## src/rtl/axis_fmcw_unframe.sv

```systemverilog
// FMCW receive-side unframer: checks FFT frame alignment and forwards bins [start, start+count).
// Optional AXIS_FMCW_UNFRAME_TUSER_EN adds m_axis_data_tuser carrying each output beat's bin index.
module axis_fmcw_unframe #(
  parameter int AXIS_TDATA_WIDTH = 32,
  parameter int CNT_WIDTH        = 12
) (
  input  logic                        aclk,
  input  logic                        aresetn,
  input  logic [31:0]                 cfg_data,
  output logic                        err_frame,
  output logic [15:0]                 err_count,
  input  logic [AXIS_TDATA_WIDTH-1:0] s_axis_data_tdata,
  input  logic                        s_axis_data_tvalid,
  input  logic                        s_axis_data_tlast,
  output logic                        s_axis_data_tready,
  output logic [AXIS_TDATA_WIDTH-1:0] m_axis_data_tdata,
`ifdef AXIS_FMCW_UNFRAME_TUSER_EN
  output logic [CNT_WIDTH-1:0]        m_axis_data_tuser,
`endif
  output logic                        m_axis_data_tvalid,
  output logic                        m_axis_data_tlast,
  input  logic                        m_axis_data_tready
);

  localparam logic [4:0]         MAX_LOG2 = 5'(CNT_WIDTH);
  localparam logic [CNT_WIDTH:0] ONE_W    = (CNT_WIDTH+1)'(1);
  localparam logic [CNT_WIDTH-1:0] ONE_I  = CNT_WIDTH'(1);

  typedef enum logic {ST_RUN, ST_SYNC} state_t;

  state_t                        state_q;
  logic [CNT_WIDTH-1:0]          idx_q;
  logic [CNT_WIDTH:0]            start_q;
  logic [CNT_WIDTH:0]            end_q;
  logic [CNT_WIDTH-1:0]          last_q;
  logic                          m_tvalid_q;
  logic                          m_tlast_q;
  logic [AXIS_TDATA_WIDTH-1:0]   m_tdata_q;
  logic                          err_frame_q;
  logic [15:0]                   err_count_q;

  logic [4:0]           cfg_log2;
  logic [CNT_WIDTH:0]   cfg_size;
  logic [CNT_WIDTH:0]   cfg_start;
  logic [CNT_WIDTH:0]   cfg_sum;
  logic [CNT_WIDTH:0]   cfg_end;
  logic [CNT_WIDTH-1:0] cfg_last;
  logic [CNT_WIDTH:0]   cur_start;
  logic [CNT_WIDTH:0]   cur_end;
  logic [CNT_WIDTH-1:0] cur_last;
  logic [CNT_WIDTH:0]   idx_w;
  logic                 at_start;
  logic                 at_last;
  logic                 sel;
  logic                 is_end;
  logic                 frame_err;
  logic                 s_xfer;
  logic                 unused_cfg;

  assign unused_cfg = ^cfg_data[31:29];

  // On the first beat of a frame the live config is used directly and also latched,
  // so a new config applies from bin 0 without an extra pipeline stage.
  always_comb begin
    cfg_log2 = cfg_data[4:0];
    if (cfg_log2 == 5'd0 || cfg_log2 > MAX_LOG2) cfg_log2 = MAX_LOG2;
    cfg_size  = ONE_W << cfg_log2;
    cfg_start = (CNT_WIDTH+1)'(cfg_data[16:5]);
    cfg_sum   = cfg_start + (CNT_WIDTH+1)'(cfg_data[28:17]);
    cfg_end   = (cfg_sum < cfg_size) ? cfg_sum : cfg_size;
    cfg_last  = CNT_WIDTH'(cfg_size - ONE_W);

    at_start  = (idx_q == '0);
    cur_start = at_start ? cfg_start : start_q;
    cur_end   = at_start ? cfg_end   : end_q;
    cur_last  = at_start ? cfg_last  : last_q;

    idx_w     = {1'b0, idx_q};
    sel       = (idx_w >= cur_start) && (idx_w < cur_end);
    is_end    = (idx_w == cur_end - ONE_W);
    at_last   = (idx_q == cur_last);
    frame_err = at_last ^ s_axis_data_tlast;
  end

  assign s_axis_data_tready = (state_q == ST_SYNC) ? 1'b1 : (~m_tvalid_q | m_axis_data_tready);
  assign s_xfer             = s_axis_data_tvalid & s_axis_data_tready;

  always_ff @(posedge aclk or negedge aresetn) begin
    if (!aresetn) begin
      state_q     <= ST_RUN;
      idx_q       <= '0;
      start_q     <= '0;
      end_q       <= '0;
      last_q      <= '1;
      m_tvalid_q  <= 1'b0;
      m_tlast_q   <= 1'b0;
      m_tdata_q   <= '0;
      err_frame_q <= 1'b0;
      err_count_q <= '0;
    end else begin
      err_frame_q <= 1'b0;
      if (m_tvalid_q && m_axis_data_tready) m_tvalid_q <= 1'b0;
      if (s_xfer) begin
        case (state_q)
          ST_RUN: begin
            if (at_start) begin
              start_q <= cfg_start;
              end_q   <= cfg_end;
              last_q  <= cfg_last;
            end
            // A selected beat that ends a frame in error closes the output frame itself.
            // A stalled output beat cannot coexist with an input transfer, so no other
            // output beat ever needs its tlast patched.
            if (sel) begin
              m_tvalid_q <= 1'b1;
              m_tdata_q  <= s_axis_data_tdata;
              m_tlast_q  <= is_end | frame_err;
            end
            if (frame_err) begin
              err_frame_q <= 1'b1;
              if (err_count_q != 16'hFFFF) err_count_q <= err_count_q + 16'd1;
            end
            if (at_last && !s_axis_data_tlast) begin
              state_q <= ST_SYNC;
              idx_q   <= '0;
            end else if (at_last || s_axis_data_tlast) begin
              idx_q <= '0;
            end else begin
              idx_q <= idx_q + ONE_I;
            end
          end
          default: begin
            if (s_axis_data_tlast) begin
              state_q <= ST_RUN;
              idx_q   <= '0;
            end
          end
        endcase
      end
    end
  end

`ifdef AXIS_FMCW_UNFRAME_TUSER_EN
  logic [CNT_WIDTH-1:0] m_tuser_q;

  always_ff @(posedge aclk or negedge aresetn) begin
    if (!aresetn) begin
      m_tuser_q <= '0;
    end else if (s_xfer && state_q == ST_RUN && sel) begin
      m_tuser_q <= idx_q;
    end
  end

  assign m_axis_data_tuser = m_tuser_q;
`else
  // Bin-index sideband not built; nothing extra to register.
`endif

  assign m_axis_data_tdata  = m_tdata_q;
  assign m_axis_data_tvalid = m_tvalid_q;
  assign m_axis_data_tlast  = m_tlast_q;
  assign err_frame          = err_frame_q;
  assign err_count          = err_count_q;

endmodule

```

## config.mk

```make
export PLATFORM = sky130hd
export DESIGN_NAME = axis_fmcw_unframe
export DESIGN_NICKNAME = d
export VERILOG_FILES = /design/src/rtl/axis_fmcw_unframe.sv
export SDC_FILE = /design/constraint.sdc
export NUM_CORES = 1
export LEC_CHECK = 0
export ABC_CLOCK_PERIOD_IN_PS = 8050
export BUFFER_PORTS_ARGS = -buffer_cell sky130_fd_sc_hd__clkbuf_2
export CAP_MARGIN = 30
export CORE_ASPECT_RATIO = 1.4
export CORE_MARGIN = 1
export CORE_UTILIZATION = 30
export CTS_BUF_LIST = sky130_fd_sc_hd__clkbuf_8 sky130_fd_sc_hd__clkbuf_16
export CTS_CLUSTER_SIZE = 24
export DETAILED_ROUTE_END_ITERATION = 6
export GPL_ROUTABILITY_DRIVEN = 0
export HOLD_SLACK_MARGIN = 0.08
export SYNTH_ARGS = -nofsm -noshare
export SYNTH_HDL_FRONTEND = slang
export SYNTH_SLANG_ARGS = --single-unit
```

## constraint.sdc

```tcl
create_clock -name aclk -period 8.05 [get_ports aclk]
set_clock_uncertainty 0.1 [all_clocks]
set_input_delay 0 -clock aclk [delete_from_list [all_inputs] [get_ports aclk]]
set_output_delay 0 -clock aclk [all_outputs]
set_load 0.05 [all_outputs]
```

After elaboration in Yosys (flattened, before gate mapping)
Cells that the tools add are included.
{"block": "totals", "register_bits": 102, "latch_bits": 0, "ramBits": 0, "romBits": 0, "inputBits": 69, "out_inout_bits": 52, "n_memories": 0}
{"block": "classes", "n_addsub": 5, "n_mul": 0, "n_div": 0, "n_lt_le_gt_ge": 4, "eq_ne": 4, "shift": 1, "mux": 20, "n_bitwise": 6, "reduce_logical": 12}
{"operator": "$mux 12", "n": 5}
{"operator": "$mux 13", "n": 3}
{"operator": "$add 16x1->16 const B", "n": 1}
{"operator": "$ne 16x16->1 const B", "n": 1}
{"operator": "$add 12x12->13", "n": 1}
{"operator": "$eq 12x13->1", "n": 1}
{"operator": "$ge 12x13->1", "n": 1}
{"operator": "$lt 12x13->1", "n": 1}
{"operator": "$lt 13x13->1", "n": 1}
{"operator": "$shl 1x5->13 const A", "n": 1}
{"operator": "$sub 13x1->13 const B", "n": 1}
{"operator": "$add 12x1->12 const B", "n": 1}
{"operator": "$eq 12x12->1", "n": 1}
{"operator": "$logic_not 12->1", "n": 1}
{"operator": "$sub 12x1->12 const B", "n": 1}
{"operator": "$mux 1", "n": 11}
{"operator": "$gt 5x4->1 const B", "n": 1}
{"operator": "$logic_not 5->1", "n": 1}
{"operator": "$mux 5", "n": 1}
{"operator": "$reduce_and 2->1", "n": 2}
{"operator": "$reduce_and 4->1", "n": 1}
{"operator": "$logic_and 1x1->1", "n": 3}
{"operator": "$reduce_and 3->1", "n": 1}
{"operator": "$logic_or 1x1->1", "n": 2}
{"operator": "6 further kinds", "n": 8}

Logic depth before layout (Yosys ltp)
Gate-level depths: netlist (run 1).
{"block": "logic_depth", "ltp_word": 12, "depth_mapped": 30, "mapped_depth_nobuf": 29}

Worst setup path before layout (run 1)
Ideal clock, no wire load.
{"block": "synth_path", "path_type": "input to register", "from": "in cfg_data[11]", "to": "reg m_tdata_q[10], in the netlist m_axis_data_tdata[10]", "setup_time_ns": 0.128, "arrival_time_ns": 5.657, "required_ns": 7.822, "path_slack_ns": 2.165, "path_stages": 26, "path_buffers": 3, "cell_sequence": "ha_1 > a2111oi_0 > o21ai_0 > a41oi_1 > o21ai_0 > xor2_1 > ha_1 > nand4_1 > a2111oi_0 > and2_1 > nor2_1 > clkbuf_1 > clkbuf_1 > a21oi_1 > nor2_1 > a21oi_1 > ha_1 > nor2b_1 > o21a_1 > o21ai_0 > a21oi_1 > maj3_2 > a211o_1 > a211oi_2 > buf_2 > mux2_1"}
{"block": "synth_between", "elab_chain_cells": 7}
{"item": "from (decl)", "line_no": "9", "rtl": "input logic [31:0] cfg_data,"}
{"item": "$add 12x12->13", "line_no": "69", "rtl": "cfg_sum = cfg_start + (CNT_WIDTH+1)'(cfg_data[28:17]);"}
{"item": "$lt 13x13->1", "line_no": "70", "rtl": "cfg_end = (cfg_sum < cfg_size) ? cfg_sum : cfg_size;"}
{"item": "$mux 13", "line_no": "70"}
{"item": "$mux 13"}
{"item": "$lt 12x13->1", "line_no": "79", "rtl": "sel = (idx_w >= cur_start) && (idx_w < cur_end);"}
{"item": "$logic_and 1x1->1 (*)", "line_no": "79"}
{"item": "$reduce_and 3->1 (no source line) (*)"}
{"item": "to (signal assigned)", "line_no": "116", "rtl": "m_tdata_q <= s_axis_data_tdata;"}
{"item": "to (decl)", "line_no": "38", "rtl": "logic [AXIS_TDATA_WIDTH-1:0] m_tdata_q;"}
Mark *: on every way between the ends. The rest lies on a longest branch, timed or not.
A chain may end at the register's enable or synchronous reset.

Final worst setup path (run 1)
{"block": "layout_path", "from": "in cfg_data[5]", "to": "reg m_tlast_q, in the netlist m_axis_data_tlast"}
{"block": "layout_between", "elab_chain_cells": 7}
{"item": "$add 12x12->13", "line_no": "69"}
{"item": "$lt 13x13->1", "line_no": "70"}
{"item": "$mux 13", "line_no": "70"}
{"item": "$mux 13"}
{"item": "$sub 13x1->13 or $lt 12x13->1 (tied branches)", "line_no": "80, 79"}
{"item": "$eq 12x13->1 or $logic_and 1x1->1 (tied branches)", "line_no": "80, 79"}
{"item": "$or 1x1->1 or $reduce_and 3->1 (tied branches)"}
{"item": "to (signal assigned)", "line_no": "117", "rtl": "m_tlast_q <= is_end | frame_err;"}
{"item": "to (decl)", "line_no": "37", "rtl": "logic m_tlast_q;"}
Several ways; a longest one is shown, not always the timed one.

==> results of run 1 <==
-- cells in the final DEF (no fill, tap or decap), drive strengths merged, types with 4 or more instances in the layout --
master,n
dfstp,12
and3,11
a21oi,37
nor2b,8
a21o,15
nor3,13
xor2,19
inv,27
nand3,20
nor4,4
a211oi,8
mux2i,17
a31oi,10
nand4,12
mux2,46
o21ai,63
dlygate4sd3,52
nand2,83
ha,54
xnor2,33
dfrtp,90
nand2b,10
o21a,6
buf,7
and2,4
nor2,55
a2111oi,4
clkbuf,126
-- critical path: cells and delay by family --
kind | cells | cell delay (ns)
AO/OA/AOI/OAI | 13 | 3.57
AND/OR/NAND/NOR | 5 | 1.30
adder cells (fa/ha/maj) | 5 | 1.29
buffers and inverters | 5 | 0.96
-- flip-flops by register name (all words and copies together), names as in the netlist, 12 cells and up --
name,flops
m_axis_data_tdata,32
err_count,16
end_q,13
start_q,13
idx_q,12
last_q,12
-- report_power, final --
group	leakage, nW	internal [mW]	switching [mW]	total (mW)
sequential	1.30	0.711	0.102	0.813
clock	0.152	0.255	0.217	0.472
combinational	2.62	0.426	0.822	1.25
-- cells in the mapped netlist (2+ instances only) --
| cell type | number | area share, % |
|---|---|---|
| dfrtp_1 | 90 | 33 |
| a211oi_1 | 6 | 0.66 |
| a211o_1 | 3 | 0.38 |
| nor2b_1 | 8 | 0.73 |
| nand3b_1 | 2 | 0.22 |
| a2111oi_0 | 3 | 0.38 |
| o221ai_1 | 2 | 0.26 |
| ha_1 | 54 | 9.9 |
| mux2_2 | 14 | 2.3 |
| nor3_1 | 12 | 0.88 |
| and3_1 | 11 | 1.0 |
| o41ai_1 | 2 | 0.26 |
| dfstp_2 | 12 | 4.6 |
| nand4_1 | 12 | 1.1 |
| buf_1 | 4 | 0.22 |
| mux2_1 | 32 | 5.3 |
| nand2b_1 | 10 | 0.91 |
| or2_2 | 3 | 0.27 |
| nor2_1 | 55 | 3.0 |
| nor4_1 | 4 | 0.37 |
| o21a_1 | 6 | 0.66 |
| mux2i_1 | 17 | 2.5 |
| inv_2 | 2 | 0.11 |
| a41oi_1 | 2 | 0.26 |
| nand3_1 | 20 | 1.5 |
| o31a_1 | 3 | 0.38 |
| and2_1 | 4 | 0.37 |
| o21ai_0 | 62 | 4.5 |
| clkbuf_1 | 27 | 1.5 |
| inv_1 | 22 | 1.2 |
| xnor2_1 | 33 | 4.2 |
| or3_1 | 2 | 0.18 |
| xor2_1 | 19 | 2.4 |
| nand2_1 | 83 | 4.5 |
| a21oi_1 | 37 | 2.7 |
| o31ai_1 | 2 | 0.22 |
| a21o_1 | 15 | 1.6 |
| a31oi_1 | 10 | 0.91 |
| o211ai_1 | 3 | 0.33 |
| a22oi_1 | 2 | 0.22 |
| a211oi_2 | 2 | 0.37 |
| buf_2 | 4 | 0.29 |
-- what timing repair did --
item                      CTS  global route
hold buffers               53             0
buffers inserted            0             0
hold endpoints to repair   87             0
resized for setup           0             0
-- routing by layer --
layer  wire length [um]  part of all wire, %
met1               7350                   41
met2               9330                   52
met3                558                  3.1
met4                532                  3.0
met5                  0                    0
-- kinds of logic after synthesis --
kind of cell / Yosys count
xor gates and xnor gates: 52
muxes: 63
other: 1
buffers and inverters: 60
DFF: 102
and+or+nand+nor: 234
adders and majority gates: 56
AOI/OAI and AO/OA: 172
-- area by class of cell --
| cell class | instances | area [um^2] | share of cell area, % |
|---|---|---|---|
| clock buffers | 10 | 239 | 2.78 |
| clock inverters | 6 | 75.1 | 0.874 |
| inverters | 24 | 90.1 | 1.05 |
| multi-input cells | 578 | 4060 | 47.3 |
| flip-flops and latches | 102 | 2570 | 29.9 |
| well taps | 301 | 377 | 4.38 |
| repair buffers | 175 | 1180 | 13.7 |
-- per-stage QoR --
stage               hold slack, ns  instance area (um^2)  instances  power, mW
finish                      0.0940                  8590       1196       2.53
global placement            -0.104                  7720       1126       2.03
global route                 0.114                  8590       1196       2.73
CTS                         0.0846                  8590       1196       2.56
floorplan                   -0.396                  6850        740       1.76
detailed placement          -0.102                  7740       1127       2.05
-- final timing paths --
| check | start | to | depth (start not counted) |
|---|---|---|---|
| worst max register to register | idx_q[3]$_DFFE_PN0P_ | m_axis_data_tlast$_DFFE_PN0P_ | 12 |
| worst max-delay path | cfg_data[5] | m_axis_data_tlast$_DFFE_PN0P_ | 28 |
| worst min register to register | end_q[3]$_DFFE_PN0P_ | end_q[3]$_DFFE_PN0P_ | 1 |
| max in group asynchronous | aresetn | idx_q[11]$_DFFE_PN0P_ | 3 |
| min in group asynchronous | aresetn | last_q[7]$_DFFE_PN1P_ | 2 |
| worst min-delay path | cfg_data[3] | last_q[9]$_DFFE_PN1P_ | 3 |
==> reports/metrics.csv, run 1 <==
metric;value;unit
status;complete, no violations;
Initial DRT Pass Iterations;5;
Final Hold Vio Count;0;
global route overflow;0;
H-tree Lvls;3;
Max Cap Viol;0;
Main synth FF type;dfrtp_1;
arrival time of the worst setup path;7.09;ns
Fmax achieved;145;MHz
r2r setup slk;3.02;ns
Total Routing Usage GR;16.1;%
# diodes;0;
total number of vias;5847;
Final min period;6.90;ns
count of standard-cell rows;65;
Post-Synth Simple-Gate Area;16.1;%
M2 GR Usage;29.4;%
DR iter-0 viols;287;
GR Util met1;17.6;%
initial antenna violation count;0;
post-synthesis mux area share;10.0;%
CTS tree;yes;
syn_nets;864;
Root Buffer;clkbuf_16;
met3 Use GR;2.61;%
worst min-delay path class;in2reg;
# fillers;2253;
Worst setup SP type;primary input;
Gate Count Post-Synth;740;
DRT Wirelength;17.8;mm
Worst VDD drop;195;uV
register bit total from synthesis;102;
chip height;181;um
die area;0.0235;mm^2
syn avg cell area;9.26;um^2
first-pass GRT wire length;29.2;mm
P_leak;4.07;nW
Post-synth EDFFs;0;
Syn Std Cell Area;0.00685;mm^2
Layout Utilization;38.3;%
Core ar.;0.0224;mm^2
Clk Latency, worst-skew pair;0.36;ns
Ys Warns;0;
worst slew pin tran;0.890;ns
# setup viols final;0;
Worst EP required;8.24;ns
Post-Synth XOR/XNOR Area;6.64;%
DIE WIDTH;130;um
Compound-Gate Fraction of Synth Area;15.9;%
adder-cell share of the synthesized area;10.3;%
CP max stage cell;dlygate4sd3_1;
Worst-path clk slew;0.07;ns
vias per inst;4.89;
Num CTS Buffers;9;
I/O Buffers;117;
Worst Path Class, Setup;in2reg;
FFs w/ async S/R, synth;100;%
Area Overhead vs Synth;25.3;%
main combinational cell family by area after synthesis;simple AND/OR/NAND/NOR gates;
Setup Slack @ Placement;1.36;ns
vias in the first global route;5716;
RSZ-0062 raised after global routing;false;
hpwl dp;12.8;mm
layout cell share with drive strength beyond 1;20.4;%
fin nets;1014;
Residual DRC;0;
largest fanout on the critical path;10;
Seq/Total Area, Yosys;37.5;%
initial core utilization;30.5;%
CTS sink cnt;102;
GRT busiest layer;met2;
Longest Clk Path Bufs;2;
io pins;121;
Netlist cell types;66;
setup_tns;0;ns
final antenna-violating net count;0;
max-slew violations;0;
largest net degree at the start of global routing;67;
power per cell area;295;mW/mm^2
max incr delay on CP;0.54;ns
crit path capture type;flip-flop;
routed length per instance;14.9;um
Worst slew margin;40.7;%
Final Cycle Share;85.7;%
worst setup margin;1.15;ns
No activity file was read; power rests on OpenSTA's default activity.
==> inputs of run 2 (changes only) <==
Settings changed: CORE_UTILIZATION 30 to 62, PLACE_DENSITY_LB_ADDON set to 0.12.
==> run 2 against run 1 <==
First-iteration DRC count up 33%. Worst hold slack got worse by 0.014 ns. Fmax fell by 1.0%. Worst setup slack got worse by 0.070 ns. Final cell count shrank 13%. Register-to-register slack worse by 0.12 ns. Critical path type unchanged. Highest routed layer unchanged.
==> reports/metrics.csv, run 2 (synthesized netlist as in run 1, its figures left out) <==
metric;value;unit;change
most frequent cells in the layout;clkbuf_2 (116), dfrtp_1 (90), nand2_1 (83);;
RSZ-0062 raised after global routing;false;;
worst min-delay path class;in2async;;
Worst slew margin;44.3;%;+3.6 points
hpwl dp;12.5;mm;-2.1%
Worst setup SP type;primary input;;
chip height;126;um;-30%
CTS sink cnt;102;;unchanged
initial core utilization;63.4;%;+33 points
Total Routing Usage GR;33.5;%;+17 points
# setup viols final;0;;unchanged
M2 GR Usage;60.2;%;+31 points
DRT Wirelength;18.4;mm;+3.3%
vias in the first global route;6346;;+11%
GRT busiest layer;met2;;
DIE WIDTH;90.9;um;-30%
count of standard-cell rows;45;;-31%
Final Cycle Share;86.6;%;+0.87 points
largest net degree at the start of global routing;58;;-13%
design area;0.00837;mm^2;-2.5%
commonest non-fill, non-tap cell in the layout;clkbuf_2;;
dpl cell area;0.00752;mm^2;-2.8%
Worst Path Class, Setup;in2reg;;
P_leak;4.06;nW;about the same
post-CTS sizing;0;;unchanged
io pins;121;;unchanged
GR Util met1;37.7;%;+20 points
Max Cap Viol;0;;unchanged
Worst Setup SP;cfg_data[5];;
Layout Utilization;77.5;%;+39 points
CTS tree;yes;;
met3 Use GR;4.92;%;+2.3 points
crit path capture type;flip-flop;;
power per cell area;307;mW/mm^2;+4.2%
worst slew pin tran;0.830;ns;-0.0593 ns
Clk Latency, worst-skew pair;0.36;ns;about the same
H-tree Lvls;3;;unchanged
Longest Clk Path Bufs;2;;unchanged
Fmax achieved;143;MHz;-1.0%
Worst-path clk slew;0.08;ns;about the same
first-pass GRT wire length;30.2;mm;+3.7%
Final Hold Vio Count;0;;unchanged
Num CTS Buffers;9;;unchanged
final antenna-violating net count;0;;unchanged
total number of vias;6195;;+6.0%
max incr delay on CP;0.65;ns;+0.11 ns
Final min period;6.97;ns;+0.0700 ns
largest fanout on the critical path;15;;+5
Area Overhead vs Synth;22.2;%;
# diodes;0;;unchanged
Worst VDD drop;259;uV;+33%
fin nets;1014;;unchanged
Worst EP required;8.24;ns;about the same
DR iter-0 viols;381;;+33%
Largest register FFs;32;;unchanged
status;complete, no violations;;
layout cell share with drive strength beyond 1;20.2;%;-0.22 points
arrival time of the worst setup path;7.16;ns;+0.07 ns
CP max stage cell;o21ai_0;;
max-slew violations;0;;unchanged
total power;2.57;mW;+1.6%
worst r2r src;idx_q[3]$_DFFE_PN0P_;;
Initial DRT Pass Iterations;5;;unchanged
global route overflow;0;;unchanged
vias per inst;5.98;;+22%
Root Buffer;clkbuf_16;;
initial antenna violation count;0;;unchanged
hold slack;0.0804;ns;-0.0136 ns
routed length per instance;17.7;um;+19%
setup_tns;0;ns;unchanged
Residual DRC;0;;unchanged
Core ar.;0.0108;mm^2;-52%
I/O Buffers;117;;unchanged
die area;0.0115;mm^2;-51%
[run 2: cell count changes in the layout (fill, tap and decap cells not counted)]
cell	before	now
buf_12	2	0
buf_4	5	6
clkinv_4	1	0
clkinv_8	0	1
clkinvlp_4	1	0
dlygate4sd3_1	52	53
inv_6	2	3
nand2_1	82	83
nand2_2	1	0
[run 2: repair_timing]
item | 4_1_cts | 5_1_grt
endpoints found under the hold margin | 99 | 0
buffers inserted | 0 | 0
hold buffers | 53 | 0
[run 2: layout make-up]
class                   instances  area (um^2)
well taps                     141          176
flip-flops and latches        102         2570
clock buffers                  10          239
repair buffers                175         1160
multi-input cells             578         4060
inverters                      24         90.1
clock inverters                 6         83.8
fillers                       772         2440
[run 2: report_power, final]
part | switching, mW | leakage (nW) | total (mW) | internal, mW
registers | 0.113 | 1.30 | 0.825 | 0.712
clock network | 0.217 | 0.159 | 0.475 | 0.258
logic | 0.849 | 2.60 | 1.27 | 0.424
[run 2: routing by layer]
metal	wire length (um)	share of wire [%]
met1	7170	39
met2	9550	52
met3	762	4.2
met4	871	4.7
met5	0	0
[run 2: worst max-delay path: cells and delay by family]
kind | cells | cell delay (ns)
buffers and inverters | 5 | 1.08
AND/OR/NAND/NOR | 7 | 1.08
XOR/XNOR | 1 | 0.18
AO/OA/AOI/OAI | 11 | 3.61
adder cells (fa/ha/maj) | 4 | 1.22
[run 2: path summary, 6_finish.rpt]
| path | endpoint | cells past startpoint | slack (ns) |
|---|---|---|---|
| worst max register to register | m_axis_data_tlast$_DFFE_PN0P_ | 12 | 2.90 |
| max in group asynchronous | end_q[2]$_DFFE_PN0P_ | 3 | 6.56 |
| worst min register to register | end_q[5]$_DFFE_PN0P_ | 1 | 0.38 |
| min in group aclk | last_q[10]$_DFFE_PN1P_ | 3 | 0.11 |
| worst min-delay path | m_axis_data_tdata[17]$_DFFE_PN0P_ | 2 | 0.08 |
| worst max-delay path | m_axis_data_tlast$_DFFE_PN0P_ | 28 | 1.08 |
[run 2: per-stage QoR]
stage | cells | setup slack [ns]
finish | 1036 | 1.08
global route | 1036 | 0.593
CTS | 1036 | 1.24
detailed placement | 967 | 1.47
global placement | 967 | 1.67
floorplan | 740 | 2.17
==> inputs of run 3 (changes only) <==
Settings changed: PLACE_DENSITY_LB_ADDON 0.12 to 0.2.
==> run 3 against run 2 <==
Register-to-register slack worse by 0.10 ns. First-iteration DRC count is 20% higher. Worst hold slack got worse by 0.0053 ns. Routed wire length up 1.0%. Combinational power about the same. Worst setup slack worse by 0.040 ns. Highest routed layer unchanged.
==> reports/metrics.csv, run 3 (synthesized netlist as in run 1, its figures left out) <==
metric;value;unit;change
status;complete, no violations;;
initial antenna violation count;0;;unchanged
metal2 WL;9.70;mm;+1.6%
Area Overhead vs Synth;22.1;%;about the same
initial core utilization;63.4;%;unchanged
Worst Path Class, Setup;in2reg;;
DIE WIDTH;90.9;um;unchanged
arrival time of the worst setup path;7.19;ns;+0.03 ns
layout cell share with drive strength beyond 1;20.3;%;+0.11 points
setup_tns;0;ns;unchanged
worst slew pin tran;0.917;ns;+0.0863 ns
Initial DRT Pass Iterations;5;;unchanged
H-tree Lvls;3;;unchanged
chip height;126;um;unchanged
worst min-delay path class;in2async;;
Worst EP required;8.23;ns;about the same
Total Routing Usage GR;33.7;%;+0.20 points
global route overflow;0;;unchanged
most frequent cells in the layout;clkbuf_2 (116), dfrtp_1 (90), nand2_1 (82);;
crit path capture type;flip-flop;;
Clk Latency, worst-skew pair;0.36;ns;about the same
largest fanout on the critical path;17;;+2
fin nets;1014;;unchanged
cts hold-fix bufs;53;;unchanged
met1 WL;7.13;mm;-0.61%
CTS tree;yes;;
Fmax achieved;143;MHz;-0.57%
largest net degree at the start of global routing;62;;+6.9%
io pins;121;;unchanged
Root Buffer;clkbuf_16;;
post-CTS sizing;0;;unchanged
count of standard-cell rows;45;;unchanged
# fillers;734;;-4.9%
Max Cap Viol;0;;unchanged
vias per inst;6.08;;+1.7%
max-slew violations;0;;unchanged
first-pass GRT wire length;30.5;mm;+0.82%
I/O Buffers;117;;unchanged
die area;0.0115;mm^2;unchanged
DR iter-0 viols;456;;+20%
commonest non-fill, non-tap cell in the layout;clkbuf_2;;
Longest Clk Path Bufs;2;;unchanged
hpwl dp;12.6;mm;+0.59%
# diodes;0;;unchanged
post-CTS setup buffer count;0;;unchanged
Worst setup SP type;primary input;;
power per cell area;306;mW/mm^2;-0.33%
routed length per instance;17.9;um;+1.0%
total number of vias;6301;;+1.7%
# setup viols final;0;;unchanged
total power;2.56;mW;-0.42%
Final Hold Vio Count;0;;unchanged
DRT Wirelength;18.5;mm;+1.0%
Num CTS Buffers;9;;unchanged
Largest register FFs;32;;unchanged
Core ar.;0.0108;mm^2;unchanged
final antenna-violating net count;0;;unchanged
Worst VDD drop;214;uV;-17%
Worst-path clk slew;0.08;ns;about the same
met3 WL post-DR;841;um;+10%
Worst slew margin;38.2;%;-6.1 points
Residual DRC;0;;unchanged
hold slack;0.0751;ns;-0.00525 ns
vias in the first global route;6319;;-0.43%
Final min period;7.01;ns;+0.0400 ns
P_leak;4.06;nW;-0.17%
Final Cycle Share;87.1;%;+0.50 points
RSZ-0062 raised after global routing;false;;
CTS sink cnt;102;;unchanged
top sig layer;met4;;
-- run 3: changes by cell type in the layout (fill, tap and decap cells not counted), sizes merged --
cell,delta
clkbuf,+1
bufinv,-1
clkinvlp,+1
inv,-1
-- run 3: per-layer routing --
metal	global-route usage [%]	vias to the layer above
met5	0	-
met4	17.9	0
met3	4.38	72
met2	61.1	266
met1	38.5	3032
li1	-	2931
-- run 3: through the flow --
step	setup slack [ns]	util, %	cells	area, um^2
6_report	1.04	77.4	1036	8370
5_1_grt	0.503	77.4	1036	8370
4_1_cts	1.20	77.2	1035	8350
3_5_place_dp	1.39	69.5	966	7520
3_3_place_gp	1.56	69.5	966	7520
2_1_floorplan	2.17	-	740	6850
-- run 3: power breakdown --
| part | switching, mW | internal [mW] | leakage [nW] |
|---|---|---|---|
| sequential | 0.121 | 0.712 | 1.30 |
| clock | 0.210 | 0.233 | 0.146 |
| combinational | 0.858 | 0.428 | 2.61 |
-- run 3: critical path: stages --
cell,delay [ns]
dlygate4sd3_1,0.52
clkbuf_2,0.14
ha_1,0.20
inv_1,0.06
fa_1,0.38
nand2b_1,0.17
a21oi_1,0.25
nor3_1,0.11
o31ai_1,0.39
xor2_1,0.18
ha_1,0.34
nand4_1,0.14
a2111oi_0,0.51
and2_1,0.29
nor2_1,0.11
buf_4,0.23
nor2_1,0.10
a21oi_1,0.05
o21ai_0,0.73
inv_1,0.11
ha_1,0.30
o21ai_0,0.25
nor2_1,0.08
a211o_1,0.34
a211o_1,0.43
a2111oi_2,0.40
o2111ai_1,0.21
o21ai_1,0.16
-- run 3: final timing paths --
path	endpoint	start	cells past startpoint	slack, ns
max in group asynchronous	end_q[0]$_DFFE_PN0P_	aresetn	3	6.58
setup / recovery	m_axis_data_tlast$_DFFE_PN0P_	cfg_data[5]	28	1.04
min in group aclk	last_q[5]$_DFFE_PN1P_	cfg_data[1]	3	0.08
hold / removal	m_axis_data_tdata[31]$_DFFE_PN0P_	aresetn	2	0.08
setup reg to reg	m_axis_data_tlast$_DFFE_PN0P_	idx_q[3]$_DFFE_PN0P_	15	2.80
hold reg to reg	end_q[6]$_DFFE_PN0P_	end_q[6]$_DFFE_PN0P_	2	0.38
-- run 3: area by class of cell --
cell class              count  area, um^2  area share, %
repair buffers            175        1170           14.0
clock inverters             5        47.5          0.568
flip-flops and latches    102        2570           30.7
multi-input cells         578        4060           48.6
clock buffers              11         253           3.02
inverters                  24        90.1           1.08
well taps                 141         176           2.11
